<file path="src/rtl/stopwatch_sequencer_if.sv">
// Button/tick inputs and display outputs of the stopwatch sequencer.
// master = stimulus side, slave = sequencer side.
interface stopwatch_sequencer_if;
   logic        start_stop;
   logic        lap_clear;
   logic        tick;
   logic        count_down;
   logic [15:0] preset;
   logic [15:0] disp;
   logic        running;
   logic        lap_active;
   logic        expired;

   modport master (
      output start_stop, lap_clear, tick, count_down, preset,
      input  disp, running, lap_active, expired
   );

   modport slave (
      input  start_stop, lap_clear, tick, count_down, preset,
      output disp, running, lap_active, expired
   );
endinterface

</file>
<file path="src/rtl/stopwatch_sequencer.sv">
// Stopwatch/timer control FSM with an MM:SS BCD counter and a lap freeze register.
// disp shows the frozen lap value in LAP, otherwise the live counter.
module stopwatch_sequencer #(
   parameter int MIN_TENS_MAX = 5,
   parameter bit WRAP         = 1'b1
) (
   input logic                  clk,
   input logic                  rst,
   stopwatch_sequencer_if.slave sw
);

   localparam logic [3:0]  M10_MAX = 4'(MIN_TENS_MAX);
   localparam logic [15:0] FULL    = {M10_MAX, 4'd9, 4'd5, 4'd9};

   typedef enum logic [2:0] {IDLE, RUN, LAP, PAUSE, EXPIRED} state_t;

   state_t      state;
   logic [15:0] cnt;
   logic [15:0] lap_reg;
   logic        dir;
   logic [15:0] cnt_step;
   logic        preset_ok;

   function automatic logic [15:0] bcd_inc(input logic [15:0] v);
      logic [15:0] r;
      r = v;
      if (v == FULL)
         r = WRAP ? 16'h0000 : FULL;
      else if (v[3:0] != 4'd9)
         r[3:0] = v[3:0] + 4'd1;
      else begin
         r[3:0] = 4'd0;
         if (v[7:4] != 4'd5)
            r[7:4] = v[7:4] + 4'd1;
         else begin
            r[7:4] = 4'd0;
            if (v[11:8] != 4'd9)
               r[11:8] = v[11:8] + 4'd1;
            else begin
               r[11:8]  = 4'd0;
               r[15:12] = v[15:12] + 4'd1;
            end
         end
      end
      return r;
   endfunction

   // 0000 never steps down in practice (it expires first); keep it pinned anyway.
   function automatic logic [15:0] bcd_dec(input logic [15:0] v);
      logic [15:0] r;
      r = v;
      if (v == 16'h0000)
         r = 16'h0000;
      else if (v[3:0] != 4'd0)
         r[3:0] = v[3:0] - 4'd1;
      else begin
         r[3:0] = 4'd9;
         if (v[7:4] != 4'd0)
            r[7:4] = v[7:4] - 4'd1;
         else begin
            r[7:4] = 4'd5;
            if (v[11:8] != 4'd0)
               r[11:8] = v[11:8] - 4'd1;
            else begin
               r[11:8]  = 4'd9;
               r[15:12] = v[15:12] - 4'd1;
            end
         end
      end
      return r;
   endfunction

   assign cnt_step  = dir ? bcd_dec(cnt) : bcd_inc(cnt);
   assign preset_ok = (sw.preset != 16'h0000) && (sw.preset[3:0] <= 4'd9) &&
                      (sw.preset[7:4] <= 4'd5) && (sw.preset[11:8] <= 4'd9) &&
                      (sw.preset[15:12] <= M10_MAX);

   always_ff @(posedge clk) begin
      if (rst) begin
         state   <= IDLE;
         cnt     <= 16'h0000;
         lap_reg <= 16'h0000;
         dir     <= 1'b0;
      end else begin
         case (state)
            IDLE: begin
               cnt <= sw.count_down ? sw.preset : 16'h0000;
               if (sw.start_stop && (!sw.count_down || preset_ok)) begin
                  dir   <= sw.count_down;
                  state <= RUN;
               end
            end
            RUN, LAP: begin
               if (sw.tick)
                  cnt <= cnt_step;
               // Reaching zero on a down count wins over any same-cycle button.
               if (sw.tick && dir && cnt == 16'h0001)
                  state <= EXPIRED;
               else if (sw.start_stop)
                  state <= PAUSE;
               else if (sw.lap_clear) begin
                  if (state == RUN) begin
                     lap_reg <= cnt;
                     state   <= LAP;
                  end else
                     state <= RUN;
               end
            end
            PAUSE: begin
               if (sw.start_stop)
                  state <= RUN;
               else if (sw.lap_clear)
                  state <= IDLE;
            end
            EXPIRED: begin
               cnt <= 16'h0000;
               if (sw.start_stop || sw.lap_clear)
                  state <= IDLE;
            end
            default: state <= IDLE;
         endcase
      end
   end

   assign sw.disp       = (state == LAP) ? lap_reg : cnt;
   assign sw.running    = (state == RUN) || (state == LAP);
   assign sw.lap_active = (state == LAP);
   assign sw.expired    = (state == EXPIRED);

endmodule

</file>
<file path="src/flat_wrapper.sv">
// flat-port wrapper written by rule: the top's interface ports become plain ports
module stopwatch_sequencer_flat 
#(
   parameter int MIN_TENS_MAX = 5,
   parameter bit WRAP         = 1'b1
)
  (clk, rst, sw_start_stop, sw_lap_clear, sw_tick, sw_count_down, sw_preset, sw_disp, sw_running, sw_lap_active, sw_expired);
  stopwatch_sequencer_if sw_i ();
  input logic clk;
  input logic rst;
  input wire logic [$bits(sw_i.start_stop)-1:0] sw_start_stop;
  input wire logic [$bits(sw_i.lap_clear)-1:0] sw_lap_clear;
  input wire logic [$bits(sw_i.tick)-1:0] sw_tick;
  input wire logic [$bits(sw_i.count_down)-1:0] sw_count_down;
  input wire logic [$bits(sw_i.preset)-1:0] sw_preset;
  output wire logic [$bits(sw_i.disp)-1:0] sw_disp;
  output wire logic [$bits(sw_i.running)-1:0] sw_running;
  output wire logic [$bits(sw_i.lap_active)-1:0] sw_lap_active;
  output wire logic [$bits(sw_i.expired)-1:0] sw_expired;
  assign sw_i.start_stop = sw_start_stop;
  assign sw_i.lap_clear = sw_lap_clear;
  assign sw_i.tick = sw_tick;
  assign sw_i.count_down = sw_count_down;
  assign sw_i.preset = sw_preset;
  assign sw_disp = sw_i.disp;
  assign sw_running = sw_i.running;
  assign sw_lap_active = sw_i.lap_active;
  assign sw_expired = sw_i.expired;
  stopwatch_sequencer #(.MIN_TENS_MAX(MIN_TENS_MAX), .WRAP(WRAP)) u_core (.clk(clk), .rst(rst), .sw(sw_i));
endmodule
</file>
<file path="config.mk">
export PLATFORM = sky130hd
export DESIGN_NAME = stopwatch_sequencer_flat
export DESIGN_NICKNAME = d
export VERILOG_FILES = /design/src/rtl/stopwatch_sequencer_if.sv /design/src/rtl/stopwatch_sequencer.sv /design/src/flat_wrapper.sv
export SDC_FILE = /design/constraint.sdc
export NUM_CORES = 1
export LEC_CHECK = 0
export BUFFER_PORTS_ARGS = -buffer_cell sky130_fd_sc_hd__buf_2
export CORE_UTILIZATION = 40
export CTS_CLUSTER_DIAMETER = 100
export DETAILED_ROUTE_END_ITERATION = 8
export PLACE_DENSITY = 0.68
export SLEW_MARGIN = 20
export SYNTH_ARGS = -nofsm -noshare
export SYNTH_HDL_FRONTEND = slang
export SYNTH_SLANG_ARGS = --single-unit
export TNS_END_PERCENT = 1
</file>
<file path="constraint.sdc">
create_clock -name clk -period 4.7 [get_ports clk]
set_clock_uncertainty 0.15 [all_clocks]
set_input_delay 0.705 -clock clk [delete_from_list [all_inputs] [get_ports clk]]
set_output_delay 0.705 -clock clk [all_outputs]
set_load 0.005 [all_outputs]
</file>
==> metrics.md, run 1 <==
| Metric | Value |
|---|---|
| RSZ-0062 raised after global routing | `no` |
| Drc violations | `6` |
| Critical Path Fanout Max | `15` |
| Power per Cell Area | `between 400 and 500 nW/um2` |
| Failing checks | `DRC` |
| Fillers | `660` |
| Die width | `84.4 um` |
| Routed Wire Length | `~7300 um` |
| Layout net count | `around 400` |
| CP Launch Type | `register` |
| Die Y | `about 84 um` |
| Post-synth net total | `roughly 380` |
| Buf/Inv on CP | `2` |
| Worst min path class | `register to register` |
| Most area-hungry cell type in the Yosys netlist | `dfxtp_1` |
| Slew HR | `a little over a third` |
| Max Fclk | `281 MHz` |
| Initial antenna violation count | `0` |
| CTS H-tree depth | `2` |
| # setup viols final | `0` |
| Antenna Nets Post-Route | `0` |
| DIE AREA | `7130 um2` |
| Drt pass-1 iters | `7` |
| Worst-skew pair later-pin latency | `0.30 ns` |
| Netlist cell types | `63` |
| CTS tree | `yes` |
| Final Hold Violating Endpoints | `0` |
| Pre-CTS setup slack | `1.51 ns` |
| FP Rows | `29` |
| Port bufs | `40` |
| Period utilization | `75.7%` |
| Postcts setup bufs | `0` |
| Vias post-DR | `2642` |
| GP Congestion | `0.947` |
| Overall routing resource usage | `20.8%` |
| Minimum clock period | `3.56 ns` |
| # IOs | `41` |
| First-pass GRT wire length | `11900 um` |
| Largest net degree at the start of global routing | `39` |
| Crit end category | `primary output` |
| Routed length per instance | `16.3 um` |
| Top-area cell type share of the netlist area | `26.5%` |
| Post-synth design cell area | `2720 um2` |
| Share of layout cells above drive strength 1 | `between 10% and 20%` |
| Slowest cell on the critical path | `dfxtp_1` |
| Setup_tns | `0 ns` |
| Congestion Overflow GR | `0` |
| Crit path kind | `register to primary output` |
| Vias in the first global route | `2399` |
| # resized after CTS | `0` |
| Clock Sinks | `36` |
| Initial drt markers | `169` |
| CP max stage delay | `0.53 ns` |
| Leakage | `approximately 1.2 nW` |
| Ys flop type | `dfxtp_1` |
| Core area | `6460 um2` |
| Final Instance Area | `3020 um2` |
| CTS clk-pin slew, worst paths | `~0.070 ns` |
| Final cell utilization of the core | `between 40% and 50%` |
| Setup slack after layout | `1.14 ns` |
| CTS Root Cell | `clkbuf_8` |
| Max_cap viols | `0` |
| Maximum clock insertion buffer count | `2` |
| Crit path max-delay family | `simple AND/OR/NAND/NOR gates` |
| Post-Syn Instances | `340` |
| Worst Tran Pin Value | `approximately 0.96 ns` |
| Max IR drop VDD | `0.244 mV` |
| Area after DPL | `2930 um2` |
| CTS Hold Bufs | `0` |
| Drt via density | `between 5 and 6` |
| Seq/Total Area, Yosys | `a little over a quarter` |
| Inserted Clock Buffers | `5` |
| Required time worst endpoint | `3.85 ns` |
| Asr flop ratio synth | `0%` |
| CP arrival | `2.70 ns` |
| CP Cell Sequence | `xnor2_1 -> or2_2 -> nor2_2 -> buf_4 -> mux2_2 -> buf_2` |
| Top post-synthesis cells by area | `dfxtp_1 27%, ha_1 6.4%, mux2i_1 6.3%, nor2_1 4.8%, o21ai_0 4.0%` |
| Slew Limit Fails | `0` |
| Initial Util | `42.1%` |
| Area grow syn2layout | `11.1%` |
| Synth Area per Inst | `8.00 um2` |
| #FFs+latches synth | `36` |
| Status | `finished, violations left` |
| YS warnings | `0` |
| Antenna Cells | `0` |
| Overall power | `1.43 mW` |
| Number of flops mapped to enable cells by yosys | `0` |
| HPWL after DPL | `5250 um` |
==> cell families after synthesis <==
logic type / after synthesis / synth area share, %
flip-flops: 36 / 26.5
XOR/XNOR: 8 / 2.58
buffers and inverters: 41 / 6.30
adder cells (fa/ha/maj): 14 / 6.44
AO/OA/AOI/OAI: 96 / 25.8
AND/OR/NAND/NOR: 123 / 24.1
multiplexers: 22 / 8.33
==> synth_stat cells (7+ instances only) <==
| cell type | count |
|---|---|
| nand3b_1 | 7 |
| nand3_1 | 14 |
| a221oi_1 | 7 |
| nor4_1 | 8 |
| inv_1 | 16 |
| o21ai_0 | 22 |
| a211oi_1 | 11 |
| mux2i_1 | 17 |
| clkbuf_1 | 20 |
| a21oi_1 | 15 |
| nor3_1 | 8 |
| ha_1 | 14 |
| nand2_1 | 22 |
| dfxtp_1 | 36 |
| nor2_1 | 35 |
==> layer usage <==
| layer | vias up | wire [um] | track usage (%) |
|---|---|---|---|
| met4 | 0 | 153 | 7.55 |
| met3 | 15 | 479 | 3.83 |
| met5 | - | 0 | 0 |
| li1 | 1315 | - | - |
| met2 | 95 | 3300 | 33.8 |
| met1 | 1217 | 3330 | 27.7 |
==> layout make-up <==
| class | count | area [um2] | area share, % |
|---|---|---|---|
| sequential | 36 | 721 | 23.9 |
| multi-input combinational | 263 | 1830 | 60.5 |
| clock buffer | 8 | 90.1 | 2.98 |
| timing repair buffer | 43 | 223 | 7.37 |
| tap | 77 | 96.3 | 3.19 |
| inverter | 17 | 63.8 | 2.11 |
==> metrics by stage <==
step,hold WS [ns],std cells
after CTS,0.347,444
final,0.346,444
after global routing,0.376,444
after global placement,0.319,436
after floorplan,0.304,340
after detailed placement,0.328,436
==> power by group <==
| part | internal [mW] | switching (mW) | leakage (nW) |
|---|---|---|---|
| logic | 0.309 | 0.416 | 0.844 |
| registers | 0.359 | 0.110 | 0.293 |
| clock network | 0.120 | 0.114 | 0.0455 |
==> worst reg2reg max path: cells and delay by family, from the launching register on <==
family / cells / cell delay (ns)
flip-flops: 1 / 0.46
multiplexers: 1 / 0.23
AND/OR/NAND/NOR: 4 / 1.28
buffers and inverters: 2 / 0.48
adder cells (fa/ha/maj): 1 / 0.27
==> path summary, 6_finish.rpt <==
kind	cells after the start	slack, ns	from	endpoint
setup / recovery	6	1.14	u_core.state[1]	sw_disp[7]
hold reg to reg	2	0.35	u_core.lap_reg[7]	u_core.lap_reg[7]
setup reg to reg	8	1.68	u_core.cnt[8]	u_core.lap_reg[1]
hold / removal	2	0.35	u_core.lap_reg[7]	u_core.lap_reg[7]
==> cell usage in the layout (no fill, tap or decap), types with 3 or more instances in the layout <==
master | Yosys | routed
nand3_1 | 14 | 14
a211oi_1 | 11 | 11
nor3_1 | 8 | 8
mux2i_1 | 17 | 17
or3b_2 | 4 | 4
a21oi_1 | 15 | 15
nor2_1 | 35 | 35
dfxtp_1 | 36 | 36
a211o_1 | 3 | 3
xnor2_1 | 3 | 3
or3_1 | 3 | 3
nand2_1 | 22 | 22
xor2_1 | 5 | 5
a221oi_1 | 7 | 7
buf_4 | 0 | 3
nand3b_1 | 7 | 7
nor4_1 | 8 | 8
mux2_2 | 5 | 5
o211ai_1 | 4 | 4
inv_1 | 16 | 16
a21o_1 | 4 | 4
buf_2 | 2 | 40
ha_1 | 14 | 14
or2_2 | 3 | 3
a22oi_1 | 4 | 4
o21ai_0 | 22 | 22
clkbuf_8 | 0 | 6
(Power assumes the default switching activity.)
==> run 2: changes to the inputs <==
--- a/config.mk
+++ b/config.mk
@@ -9,7 +9,7 @@
 export CORE_UTILIZATION = 40
 export CTS_CLUSTER_DIAMETER = 100
 export DETAILED_ROUTE_END_ITERATION = 8
-export PLACE_DENSITY = 0.68
+export PLACE_DENSITY = 0.71
 export SLEW_MARGIN = 20
 export SYNTH_ARGS = -nofsm -noshare
 export SYNTH_HDL_FRONTEND = slang
==> constraint.sdc (replaced) <==
create_clock -name clk -period 3.2 [get_ports clk]
set_clock_uncertainty 0.15 [all_clocks]
set_input_delay 0.48 -clock clk [delete_from_list [all_inputs] [get_ports clk]]
set_output_delay 0.48 -clock clk [all_outputs]
set_load 0.005 [all_outputs]
==> run 2 against run 1 <==
  * The flow still finishes with violations (DRC)
  * Via count is 2.2% higher
  * Register-to-register slack worse by 1.4 ns
  * Setup slack worse by 0.91 ns
  * Combinational power is 53% higher
  * Critical path type unchanged
==> metrics.md, run 2 (synthesized netlist as in run 1, its figures left out) <==
| Metric | Value |
|---|---|
| Status | `finished, violations left` |
| Failing checks | `DRC` |
| Setup slack after layout | `0.230 ns (-0.911 ns)` |
| First-pass GRT wire length | `12100 um (+1.9%)` |
| Leakage | `1.20 nW (+1.0%)` |
| Hold endpoint | `u_core.cnt[5]` |
| Most frequent cells in the layout | `40 x buf_2, 36 x dfxtp_1, 35 x nor2_1` |
| Routed length per instance | `17.2 um (+5.1%)` |
| Share of layout cells above drive strength 1 | `19.6% (+0.76 points)` |
| CTS tree | `yes` |
| Die width | `84.4 um (unchanged)` |
| Core area | `6460 um2 (unchanged)` |
| Final Instance Area | `3040 um2 (+0.70%)` |
| Final Hold Violating Endpoints | `0 (unchanged)` |
| Worst min path class | `primary input to register` |
| Critical Path Fanout Max | `28 (+13)` |
| Max IR drop VDD | `0.342 mV (+40%)` |
| GP Congestion | `0.906 (-4.3%)` |
| Congestion Overflow GR | `0 (unchanged)` |
| Pre-CTS setup slack | `0.326 ns (-1.19 ns)` |
| Drt via density | `6.07 (+2.0%)` |
| CP arrival | `2.34 ns (-0.36 ns)` |
| Port bufs | `40 (unchanged)` |
| Layout net count | `403 (+0.25%)` |
| FF-to-FF Start | `u_core.cnt[8]` |
| Worst-skew pair later-pin latency | `0.29 ns (about the same)` |
| CTS clk-pin slew, worst paths | `0.07 ns (about the same)` |
| Largest net degree at the start of global routing | `39 (unchanged)` |
| HPWL after DPL | `5390 um (+2.6%)` |
| Setup_tns | `0 ns (unchanged)` |
| Flop-to-flop setup slack | `0.31 ns (-1.37 ns)` |
| Hold WS | `0.329 ns (-0.0173 ns)` |
| Slew HR | `50.9% (+15 points)` |
| Initial Util | `42.1% (unchanged)` |
| Commonest non-fill, non-tap cell in the layout | `buf_2` |
| Maximum clock insertion buffer count | `2 (unchanged)` |
| Reg2Reg Depth | `8 (unchanged)` |
| Required time worst endpoint | `2.57 ns (-1.28 ns)` |
| Placed Cells incl. Taps | `437 (+0.23%)` |
| Vias in the first global route | `2433 (+1.4%)` |
| Power per Cell Area | `706 nW/um2 (+49%)` |
| Vias post-DR | `2700 (+2.2%)` |
| # IOs | `41 (unchanged)` |
| Worst Tran Pin Value | `0.737 ns (-0.218 ns)` |
| Overall power | `2.15 mW (+50%)` |
| Crit path kind | `register to primary output` |
| Crit end category | `primary output` |
| Max Fclk | `~340 MHz` |
| Minimum clock period | `approximately 3 ns` |
| Antenna Cells | `0 (unchanged)` |
| CTS Root Cell | `clkbuf_8` |
| RSZ-0062 raised after global routing | `no` |
| Period utilization | `92.8%` |
| Slew Limit Fails | `0 (unchanged)` |
| Inserted Clock Buffers | `5 (unchanged)` |
| Area grow syn2layout | `11.9%` |
| DIE AREA | `7130 um2 (unchanged)` |
| Postcts setup bufs | `0 (unchanged)` |
| Clock Sinks | `36 (unchanged)` |
| Routed Wire Length | `7640 um (+5.3%)` |
| CTS H-tree depth | `2 (unchanged)` |
| Max_cap viols | `0 (unchanged)` |
| Hold Path Stages | `3 (+1)` |
| FP Rows | `29 (unchanged)` |
| R2R Path End | `u_core.cnt[15]` |
| Drc violations | `4 (-2)` |
| CTS Hold Bufs | `0 (unchanged)` |
| Antenna Nets Post-Route | `0 (unchanged)` |
| # setup viols final | `0 (unchanged)` |
| Area after DPL | `2940 um2 (+0.26%)` |
| Overall routing resource usage | `21.4% (+0.52 points)` |
| Drt pass-1 iters | `7 (unchanged)` |
| Initial drt markers | `306 (+81%)` |
| Post-Layout Cell Count | `445 (+0.23%)` |
| Die Y | `84.4 um (unchanged)` |
| Final cell utilization of the core | `47.1% (+0.33 points)` |
| HP Start | `sw_preset[5]` |
| Initial antenna violation count | `0 (unchanged)` |
| CP Launch Type | `register` |
==> run 2: area by class of cell <==
class,instances,area (um2)
multi-input combinational,263,1840
fill,665,3420
inverter,17,63.8
clock inverter,2,10.0
timing repair buffer,44,230
sequential,36,721
clock buffer,6,82.6
tap,77,96.3
==> run 2: worst max-delay path by stage <==
stage | startpoint | end | depth (start not counted)
2_1_floorplan | u_core.cnt[0] | u_core.cnt[15] | 8
5_1_grt | u_core.state[1] | sw_disp[7] | 6
3_5_place_dp | u_core.cnt[1] | u_core.cnt[3] | 7
4_1_cts | u_core.state[0] | sw_disp[10] | 6
6_report | u_core.state[0] | sw_disp[10] | 6
3_3_place_gp | u_core.cnt[1] | u_core.cnt[11] | 7
==> run 2: power by group <==
| group | switching (mW) | internal, mW |
|---|---|---|
| Clock | 0.172 | 0.172 |
| Combinational | 0.657 | 0.457 |
| Sequential | 0.162 | 0.528 |
==> run 2: worst max-delay path, cell delays in order, from the launching register on <==
cell and delay (ns):
dfxtp_1 0.55, xnor2_1 0.13, or2_2 0.44, nor2_2 0.12, buf_4 0.30, mux2_2 0.37
buf_2 0.13
==> run 2: timing repair <==
| action | in CTS | in global routing |
|---|---|---|
| gates resized for setup | 0 | 1 |
| hold endpoints to repair | 0 | 0 |
| endpoints found under the setup margin | 0 | 1 |
==> run 2: per-layer routing <==
metal	global-route usage, %	part of all wire [%]
met1	29.1	44
met2	33.4	46
met3	3.74	7.7
met4	8.94	2.2
met5	0	0
